File: config.mk
export PLATFORM = sky130hd
export DESIGN_NAME = branch_predictor_gshare_flat
export DESIGN_NICKNAME = d
export VERILOG_FILES = /design/src/rtl/branch_predictor_gshare_pkg.sv /design/src/rtl/branch_predictor_gshare_if.sv /design/src/rtl/branch_predictor_gshare_pht_ram.sv /design/src/rtl/branch_predictor_gshare.sv /design/src/flat_wrapper.sv
export SDC_FILE = /design/constraint.sdc
export NUM_CORES = 1
export LEC_CHECK = 0
export BUFFER_PORTS_ARGS = -buffer_cell sky130_fd_sc_hd__buf_4
export CORE_MARGIN = 3
export CORE_UTILIZATION = 59
export DETAILED_ROUTE_END_ITERATION = 8
export PLACE_DENSITY = 0.77
export SLEW_MARGIN = 10
export SYNTH_ARGS = -nofsm -noshare
export SYNTH_HDL_FRONTEND = slang
export SYNTH_SLANG_ARGS = --single-unit
File: constraint.sdc
create_clock -name clk -period 4.2 [get_ports clk]
set_input_delay 0.84 -clock clk [delete_from_list [all_inputs] [get_ports clk]]
set_output_delay 0.84 -clock clk [all_outputs]
set_load 0.1 [all_outputs]
File: src/rtl/branch_predictor_gshare_pkg.sv
// Package bp_pkg: shared definitions for the gshare branch predictor.
//   S_INIT / S_RUN : controller state encoding
//   cnt_init()     : weakly-not-taken counter start value for a given width
//   sat_update()   : saturating +1 / -1 on a counter of a given width
package bp_pkg;

    localparam logic [0:0] S_INIT = 1'b0;
    localparam logic [0:0] S_RUN  = 1'b1;

    // Widest counter the helper functions handle.
    localparam int CNT_MAX_W = 16;

    function automatic int cnt_init(input int cnt_w);
        return (1 << (cnt_w - 1)) - 1;
    endfunction

    function automatic logic [CNT_MAX_W-1:0] sat_update(
        input logic [CNT_MAX_W-1:0] cnt,
        input logic                 taken,
        input int                   cnt_w
    );
        logic [CNT_MAX_W-1:0] cmax;
        cmax = CNT_MAX_W'((1 << cnt_w) - 1);
        if (taken)
            return (cnt == cmax) ? cnt : cnt + 1'b1;
        else
            return (cnt == '0) ? cnt : cnt - 1'b1;
    endfunction

endpackage

File: src/rtl/branch_predictor_gshare_if.sv
// Interface bundling the fetch-side lookup, prediction result and
// execute-side update signals of the branch predictor.
//   master : fetch/execute pipeline (drives lookup and update)
//   slave  : predictor (drives ready and prediction)
interface branch_predictor_gshare_if #(
    parameter int IDX_W  = 5,
    parameter int HIST_W = 5
);
    logic              lookup_valid;
    logic [IDX_W-1:0]  lookup_pc_idx;
    logic              ready;
    logic              pred_valid;
    logic              pred_taken;
    logic [IDX_W-1:0]  pred_idx;
    logic [HIST_W-1:0] pred_ghr;
    logic              upd_valid;
    logic [IDX_W-1:0]  upd_idx;
    logic              upd_taken;
    logic              upd_mispredict;
    logic [HIST_W-1:0] upd_ghr;

    modport master (
        output lookup_valid, lookup_pc_idx,
        output upd_valid, upd_idx, upd_taken, upd_mispredict, upd_ghr,
        input  ready, pred_valid, pred_taken, pred_idx, pred_ghr
    );

    modport slave (
        input  lookup_valid, lookup_pc_idx,
        input  upd_valid, upd_idx, upd_taken, upd_mispredict, upd_ghr,
        output ready, pred_valid, pred_taken, pred_idx, pred_ghr
    );
endinterface

File: src/rtl/branch_predictor_gshare_pht_ram.sv
// bp_pht_ram: pattern history table storage, 2**IDX_W x CNT_W.
//   clk      : write clock
//   we       : write enable
//   waddr    : write index
//   wdata    : counter value to store
//   raddr_a  : read index A (update path), rdata_a combinational
//   raddr_b  : read index B (lookup path),  rdata_b combinational
module bp_pht_ram #(
    parameter int IDX_W = 5,
    parameter int CNT_W = 2
) (
    input  logic             clk,
    input  logic             we,
    input  logic [IDX_W-1:0] waddr,
    input  logic [CNT_W-1:0] wdata,
    input  logic [IDX_W-1:0] raddr_a,
    output logic [CNT_W-1:0] rdata_a,
    input  logic [IDX_W-1:0] raddr_b,
    output logic [CNT_W-1:0] rdata_b
);
    logic [CNT_W-1:0] mem [2**IDX_W];

    always_ff @(posedge clk) begin
        if (we)
            mem[waddr] <= wdata;
    end

    assign rdata_a = mem[raddr_a];
    assign rdata_b = mem[raddr_b];
endmodule

File: src/rtl/branch_predictor_gshare.sv
// branch_predictor_gshare: gshare / bimodal dynamic branch predictor.
//   clk : rising-edge clock
//   rst : synchronous active-high reset; restarts the PHT init sweep
//   bp  : slave side of branch_predictor_gshare_if (lookup, prediction, update)
//
// state  | meaning
// S_INIT | sweeping PHT to weakly-not-taken, one entry per cycle; ready=0
// S_RUN  | serving lookups and updates; ready=1
module branch_predictor_gshare import bp_pkg::*; #(
    parameter int IDX_W     = 5,
    parameter int CNT_W     = 2,
    parameter int HIST_W    = 5,
    parameter bit GSHARE_EN = 1'b1
) (
    input  logic                      clk,
    input  logic                      rst,
    branch_predictor_gshare_if.slave  bp
);
    localparam logic [IDX_W-1:0] PTR_LAST = IDX_W'(2**IDX_W - 1);
    localparam logic [CNT_W-1:0] CNT_INIT = CNT_W'(cnt_init(CNT_W));

    logic [0:0]        state;
    logic [IDX_W-1:0]  ptr;
    logic [HIST_W-1:0] ghr;
    logic              run;
    logic              upd_en;
    logic              lk_en;
    logic [IDX_W-1:0]  lk_idx;
    logic [CNT_W-1:0]  upd_cnt;
    logic [CNT_W-1:0]  upd_cnt_new;
    logic [CNT_W-1:0]  lk_cnt_raw;
    logic              lk_taken;
    logic [HIST_W-1:0] ghr_lk;
    logic [HIST_W-1:0] ghr_rs;
    logic              pht_we;
    logic [IDX_W-1:0]  pht_waddr;
    logic [CNT_W-1:0]  pht_wdata;
    logic              pred_valid_q;
    logic              pred_taken_q;
    logic [IDX_W-1:0]  pred_idx_q;
    logic [HIST_W-1:0] pred_ghr_q;
    logic              unused_bits;

    assign run    = (state == S_RUN);
    assign upd_en = run & bp.upd_valid;
    assign lk_en  = run & bp.lookup_valid;

    generate
        if (GSHARE_EN) begin : g_hash
            assign lk_idx = bp.lookup_pc_idx ^ IDX_W'(ghr);
        end else begin : g_bimodal
            assign lk_idx = bp.lookup_pc_idx;
        end

        if (HIST_W == 1) begin : g_hist1
            assign ghr_lk = lk_taken;
            assign ghr_rs = bp.upd_taken;
        end else begin : g_histn
            assign ghr_lk = {ghr[HIST_W-2:0], lk_taken};
            assign ghr_rs = {bp.upd_ghr[HIST_W-2:0], bp.upd_taken};
        end
    endgenerate

    assign upd_cnt_new = CNT_W'(sat_update(CNT_MAX_W'(upd_cnt), bp.upd_taken, CNT_W));

    // Write-first: a lookup hitting the entry being updated sees the new value.
    assign lk_taken = (upd_en && (bp.upd_idx == lk_idx)) ? upd_cnt_new[CNT_W-1]
                                                         : lk_cnt_raw[CNT_W-1];

    // The sweep owns the write port during INIT; updates own it during RUN.
    assign pht_we    = !rst && (!run || upd_en);
    assign pht_waddr = run ? bp.upd_idx : ptr;
    assign pht_wdata = run ? upd_cnt_new : CNT_INIT;

    bp_pht_ram #(
        .IDX_W (IDX_W),
        .CNT_W (CNT_W)
    ) u_pht (
        .clk     (clk),
        .we      (pht_we),
        .waddr   (pht_waddr),
        .wdata   (pht_wdata),
        .raddr_a (bp.upd_idx),
        .rdata_a (upd_cnt),
        .raddr_b (lk_idx),
        .rdata_b (lk_cnt_raw)
    );

    always_ff @(posedge clk) begin
        if (rst) begin
            state        <= S_INIT;
            ptr          <= '0;
            ghr          <= '0;
            pred_valid_q <= 1'b0;
            pred_taken_q <= 1'b0;
            pred_idx_q   <= '0;
            pred_ghr_q   <= '0;
        end else begin
            if (!run) begin
                ptr <= ptr + 1'b1;
                if (ptr == PTR_LAST)
                    state <= S_RUN;
            end

            pred_valid_q <= lk_en;
            if (lk_en) begin
                pred_taken_q <= lk_taken;
                pred_idx_q   <= lk_idx;
                pred_ghr_q   <= ghr;
            end

            // Mispredict recovery wins over the speculative shift.
            if (upd_en && bp.upd_mispredict)
                ghr <= ghr_rs;
            else if (lk_en)
                ghr <= ghr_lk;
        end
    end

    assign bp.ready      = run;
    assign bp.pred_valid = pred_valid_q;
    assign bp.pred_taken = pred_taken_q;
    assign bp.pred_idx   = pred_idx_q;
    assign bp.pred_ghr   = pred_ghr_q;

    // Only counter MSBs and the low history bits feed logic.
    assign unused_bits = ^{lk_cnt_raw, bp.upd_ghr};
endmodule

File: src/flat_wrapper.sv
// flat-port wrapper written by rule: the top's interface ports become plain ports
module branch_predictor_gshare_flat import bp_pkg::*;
#(
    parameter int IDX_W     = 5,
    parameter int CNT_W     = 2,
    parameter int HIST_W    = 5,
    parameter bit GSHARE_EN = 1'b1
)
  (clk, rst, bp_lookup_valid, bp_lookup_pc_idx, bp_upd_valid, bp_upd_idx, bp_upd_taken, bp_upd_mispredict, bp_upd_ghr, bp_ready, bp_pred_valid, bp_pred_taken, bp_pred_idx, bp_pred_ghr);
  branch_predictor_gshare_if #(.IDX_W(IDX_W), .HIST_W(HIST_W)) bp_i ();
  input  logic clk;
  input  logic rst;
  input wire logic [$bits(bp_i.lookup_valid)-1:0] bp_lookup_valid;
  input wire logic [$bits(bp_i.lookup_pc_idx)-1:0] bp_lookup_pc_idx;
  input wire logic [$bits(bp_i.upd_valid)-1:0] bp_upd_valid;
  input wire logic [$bits(bp_i.upd_idx)-1:0] bp_upd_idx;
  input wire logic [$bits(bp_i.upd_taken)-1:0] bp_upd_taken;
  input wire logic [$bits(bp_i.upd_mispredict)-1:0] bp_upd_mispredict;
  input wire logic [$bits(bp_i.upd_ghr)-1:0] bp_upd_ghr;
  output wire logic [$bits(bp_i.ready)-1:0] bp_ready;
  output wire logic [$bits(bp_i.pred_valid)-1:0] bp_pred_valid;
  output wire logic [$bits(bp_i.pred_taken)-1:0] bp_pred_taken;
  output wire logic [$bits(bp_i.pred_idx)-1:0] bp_pred_idx;
  output wire logic [$bits(bp_i.pred_ghr)-1:0] bp_pred_ghr;
  assign bp_i.lookup_valid = bp_lookup_valid;
  assign bp_i.lookup_pc_idx = bp_lookup_pc_idx;
  assign bp_i.upd_valid = bp_upd_valid;
  assign bp_i.upd_idx = bp_upd_idx;
  assign bp_i.upd_taken = bp_upd_taken;
  assign bp_i.upd_mispredict = bp_upd_mispredict;
  assign bp_i.upd_ghr = bp_upd_ghr;
  assign bp_ready = bp_i.ready;
  assign bp_pred_valid = bp_i.pred_valid;
  assign bp_pred_taken = bp_i.pred_taken;
  assign bp_pred_idx = bp_i.pred_idx;
  assign bp_pred_ghr = bp_i.pred_ghr;
  branch_predictor_gshare #(.IDX_W(IDX_W), .CNT_W(CNT_W), .HIST_W(HIST_W), .GSHARE_EN(GSHARE_EN)) u_core (.clk(clk), .rst(rst), .bp(bp_i));
endmodule
## After elaboration in Yosys (flattened, before gate mapping)

Memory sizes are Yosys's and may differ from the RTL's.
Cells that the tools add are included.
Widths: inputs -> output; s select.

| operators by class | value |
|---|---|
| add/subtract/negate cells | 3 |
| equality and inequality tests | 3 |
| mux-type cells | 12 |
| bitwise gates (word level) | 3 |
| reduce and logical (&&, ||, !) cells | 8 |

Operator list:

| kind | count |
|---|---|
| $mux 5 | 3 |
| $mux 2 | 4 |
| $add 5x1->5 const B | 1 |
| $eq 5x5->1 | 1 |
| $eq 5x5->1 const B | 1 |
| $mux 1 | 5 |
| $xor 5x5->5 | 1 |
| $logic_and 1x1->1 | 3 |
| $add 2x1->2 const B | 1 |
| $and 1x1->1 | 2 |
| $eq 2x2->1 const B | 1 |
| $logic_not 1->1 | 2 |
| $logic_not 2->1 | 1 |
| $reduce_bool 2->1 | 1 |
| $sub 2x1->2 const B | 1 |
| $logic_or 1x1->1 | 1 |

| word-level totals | value |
|---|---|
| register bits | 23 |
| bits in writable memories | 64 |
| output and inout port bits | 13 |
| word-level logic and storage cells | 37 |
| memories kept | 1 |

Memories:

| name | words | width | read ports | clocked after Yosys merged registers in | write ports | line | source |
|---|---|---|---|---|---|---|---|
| u_core.u_pht.mem | 32 | 2 | 2 | 0 | 1 | branch_predictor_gshare_pht_ram.sv:21 | `logic [CNT_W-1:0] mem [2**IDX_W];` |

## Logic depth before layout (Yosys ltp)

An unclocked memory read counts as a cell.

| depth | value |
|---|---|
| word-level depth | 7 |
| mapped depth | 10 |
| depth with buffers taken out | 8 |

## Cells and area by module

Synthesis repeated with hierarchy kept, for this count alone.

| unflattened totals | value |
|---|---|
| cells, all modules | 388 |
| area, all modules | 4,506.8 um^2 |

By module, submodules not included:

| module | times used | cells an instance | area each (um^2) |
|---|---|---|---|
| bp_pht_ram | 1 | 263 | 3,364.5 |
| branch_predictor_gshare | 1 | 125 | 1,142.3 |

## Worst setup path before layout

Ideal clock, no wire load.

| timing path | value |
|---|---|
| kind | input to register |
| start point | in bp_upd_idx[1] |
| end point | mem u_core.u_pht.mem[0][1] (data pin) |
| data arrival time | 2,872 ps |
| data required time | 3,840 ps |
| setup slack | 968 ps |
| stages | 9 |
| buffers on the path | 2 |
| path through | buf_4 -> buf_4 -> mux2i_1 -> a22oi_1 -> nand2_1 -> nor3_1 -> a211oi_1 -> maj3_2 -> nor2b_1 |

| between the ends | value |
|---|---|
| cells in the longest elaborated chain, start to end | 5 |
| elaborated cells on any way between the ends | 9 |

RTL lines:

| item | line | source |
|---|---|---|
| start: declaration | flat_wrapper.sv:16 | `input wire logic [$bits(bp_i.upd_idx)-1:0] bp_upd_idx;` |
| $mem_v2 32x2 * | -- |  |
| $sub 2x1->2 (tied with other cells) | branch_predictor_gshare_pkg.sv:27 | `return (cnt == '0) ? cnt : cnt - 1'b1;` |
| $mux 2, on equally long branches | branch_predictor_gshare_pkg.sv:27, branch_predictor_gshare_pkg.sv:25 |  |
| $mux 2 * | branch_predictor_gshare_pkg.sv:24 | `if (taken)` |
| $mux 2 * | branch_predictor_gshare.sv:73 | `assign pht_wdata = run ? upd_cnt_new : CNT_INIT;` |
| named net u_core.pht_wdata[1] | branch_predictor_gshare.sv:37 | `logic [CNT_W-1:0] pht_wdata;` |
| end: declaration | branch_predictor_gshare_pht_ram.sv:21 |  |

The timed path passes the listed nets; every way through them passes the cells marked *.

## Final worst setup path

| timing path | value |
|---|---|
| start point | in bp_upd_idx[1] |
| end point | mem u_core.u_pht.mem[14][1] (data pin) |

Same word-level chain as after synthesis.

==> results.cfg <==
[outcome]
outcome = finished, final reports clean

[power_and_ir_drop]
power.density_nw_per_um2 = 351.8
p_total_mw = 1.630
leakage_nw = 1.695
ir_drop_v = 0.0003124

[sta]
fin_crit_sh = 0.7902
period_needed_ns = 3.319
finalSetupTns_ns = 0
final-hold-violation-count = 0
finalSetupViolations = 0
fin_skew_ns = 0.008761
fmax_mhz = 301.3
worstMarginPinSlew_ns = 0.8477
maxSlewViolCount = 0
relSlewSlack = 0.4337
setup_ws_ns = 0.8810
rsz0062_at_grt = no

[cells_and_area]
syn_to_final_growth_pct = 12.18
final_layout_size_suffix_gt1_frac = 0.1536
num_antenna_cells = 0
fin_area_um2 = 4633
fin_nets = 402

[floorplanning]
die_h_um = 89.67
core_um2 = 6568
dieArea_um2 = 8041
ios = 34
initial_core_util = 0.6289
die_w_um = 89.67
rows = 29

[clock_tree]
cts_buffers = 9
path_clk_slew_ns = 0.09
post_cts_buffers = 0
cts.sinks = 87
cts-root-buf = clkbuf_8
htreeDepth = 3
cts_hold_buffers = 0
cts_buffer_depth = 2
insertion_delay_ns = 0.36
cts_resized = 0
cts_tree = yes

[global_route]
grt_pass1_wl_um = 14160
gr-total-overflow = 0
grtUsageTotal = 0.2447
grt_pass1_vias = 2756
antenna_found_initial = 0
grt_max_degree = 36

[synthesis]
ys_ff_latch = 87
synth_area_um2 = 4130
avgSynthCellArea_um2 = 11.90
yosysSeqAreaShare = 0.5768
synth_cell_types = 41
synth_warnings = 0
synthCells = 347
async_flop_share = 0
synth_ff_type = edfxtp_1
synth_edf_count = 64
syn-num-nets = 370

[place]
io_buffers = 32
dpl-instance-area_um2 = 4437
dp_hpwl_um = 6209
place_ws_ns = 0.5623
place_congestion = 0.8376

[setup_path]
cp.required_ns = 4.39
crit_top_cell = buf_4
path_max_fanout = 35
crit_family = buffers and inverters
crit_buf_inv = 2
path_class = in2reg
max_stage_delay_ns = 0.67
endpoint_kind = flip-flop
critPathLaunchType = input pin
cp_slowest_cell = nor2b_1
path_cells = buf_4 > mux2i_1 > a22oi_1 > nand2_1 > o22ai_1 > a211oi_1 > maj3_2 > nor2b_1 > buf_4
crit_arrival_ns = 3.51

[worst_hold_path]
hold_class = reg2reg

[detailed_routing]
via_count = 2847
dr.pass1.iters = 5
avgRoutedWirePerCell_um = 18.75
ant_nets = 0
drtIter0Drc = 238
via_per_inst = 5.969
drc = 0
wirelength_um = 8945

[flow_run]
drv_cap = 0
==> kinds of logic (layout without fill, tap and decap cells) <==
kind of cell / count (synthesis) / after routing / synth area share
AOI/OAI and AO/OA: 52 / 52 / 0.08694
xor gates and xnor gates: 13 / 13 / 0.03211
adders and majority gates: 3 / 3 / 0.008784
buffers and inverters: 22 / 59 / 0.02666
DFF: 87 / 87 / 0.5768
muxes: 45 / 45 / 0.1363
and+or+nand+nor: 125 / 125 / 0.1324
==> state kept, by name, summed over array words and instances, names as in the netlist <==
register / count
u_core.ghr: 5
u_core.bp.pred_valid: 1
u_core.bp.pred_idx: 5
u_core.ptr: 5
u_core.u_pht.mem: 64
u_core.bp.pred_taken: 1
u_core.bp.ready: 1
u_core.bp.pred_ghr: 5
==> layout make-up <==
cell class | count | area (um^2)
Clock inverter | 7 | 72.57
Timing Repair Buffer | 37 | 277.8
Inverter | 6 | 22.52
Multi-Input combinational cell | 238 | 1638
Sequential cell | 87 | 2382
Fill cell | 472 | 1934
Clock buffer | 9 | 123.9
Tap cell | 93 | 116.4
==> worst register-to-register path, stage by stage (launching register included) <==
cell and delay (ns):
edfxtp_1 0.34, mux2i_1 0.07, a22oi_1 0.26, nand2_1 0.12, o22ai_1 0.17, a211oi_1 0.10, maj3_2 0.35, nor2b_1 0.67
buf_4 0.36
==> metrics by stage <==
step / utilization / cells / hold WS [ns]
6_report: 0.7055 / 477 / 0.4599
5_1_grt: 0.7055 / 477 / 0.4949
4_1_cts: 0.7055 / 477 / 0.4667
3_5_place_dp: 0.6756 / 461 / 0.4538
3_3_place_gp: 0.6756 / 461 / 0.4440
2_1_floorplan: - / 347 / 0.4577
==> routing by layer <==
layer  vias up  GRT usage  wire length (um)  part of all wire
met3        28    0.04836               597             0.067
met5         -          0                 0                 0
met2       111     0.4069              4282              0.48
met1      1366     0.3057              3756              0.42
met4         0     0.1204               308             0.034
li1       1342          -                 -                 -
==> final timing paths <==
| kind | from | to | slack [ns] | cells after the start |
|---|---|---|---|---|
| max reg2reg | u_core.u_pht.mem[31][0] | u_core.u_pht.mem[14][1] | 1.59 | 8 |
| min | u_core.bp.pred_ghr[3] | u_core.bp.pred_ghr[3] | 0.46 | 2 |
| min reg2reg | u_core.bp.pred_ghr[3] | u_core.bp.pred_ghr[3] | 0.46 | 2 |
| max | bp_upd_idx[1] | u_core.u_pht.mem[14][1] | 0.88 | 9 |
==> synth_stat cells, types with 2 or more instances <==
| cell | count | share of area |
|---|---|---|
| edfxtp_1 | 64 | 0.47 |
| nor2_1 | 55 | 0.050 |
| nand2_1 | 38 | 0.035 |
| mux2i_1 | 36 | 0.087 |
| dfxtp_1 | 23 | 0.11 |
| a22oi_1 | 13 | 0.024 |
| a21oi_1 | 12 | 0.015 |
| xnor2_1 | 9 | 0.019 |
| clkbuf_1 | 8 | 0.0073 |
| nor2b_1 | 7 | 0.011 |
| a211oi_1 | 6 | 0.011 |
| inv_1 | 6 | 0.0055 |
| mux4_1 | 6 | 0.038 |
| nor3_1 | 6 | 0.0073 |
| nand3_1 | 5 | 0.0061 |
| o21ai_0 | 5 | 0.0061 |
| a311oi_1 | 4 | 0.0085 |
| buf_2 | 4 | 0.0048 |
| nand2b_1 | 4 | 0.0061 |
| o32ai_1 | 4 | 0.0085 |
| xor2_1 | 3 | 0.0064 |
| a22o_1 | 2 | 0.0042 |
| and2_1 | 2 | 0.0030 |
| and3_1 | 2 | 0.0030 |
| buf_4 | 2 | 0.0036 |
| buf_6 | 2 | 0.0055 |
| ha_1 | 2 | 0.0061 |
| mux2_2 | 2 | 0.0055 |
| nand3b_1 | 2 | 0.0036 |
| o22ai_1 | 2 | 0.0030 |
==> power by group <==
| group | total [mW] | internal [mW] | leakage, nW | switching [mW] |
|---|---|---|---|---|
| Clock | 0.578 | 0.276 | 0.0972 | 0.302 |
| Sequential | 0.919 | 0.914 | 0.786 | 0.00422 |
| Combinational | 0.134 | 0.0555 | 0.812 | 0.0780 |
==> placed cells by master, fill, tap and decap left out, types with 3 or more instances in the layout <==
cell,instances
edfxtp_1,64
nor2_1,55
nand2_1,38
buf_4,37
mux2i_1,36
dfxtp_1,23
a22oi_1,13
a21oi_1,12
xnor2_1,9
clkbuf_8,9
nor2b_1,7
inv_1,6
nor3_1,6
a211oi_1,6
mux4_1,6
nand3_1,5
o21ai_0,5
nand2b_1,4
o32ai_1,4
a311oi_1,4
xor2_1,3
No activity file was read; power rests on OpenSTA's default activity.
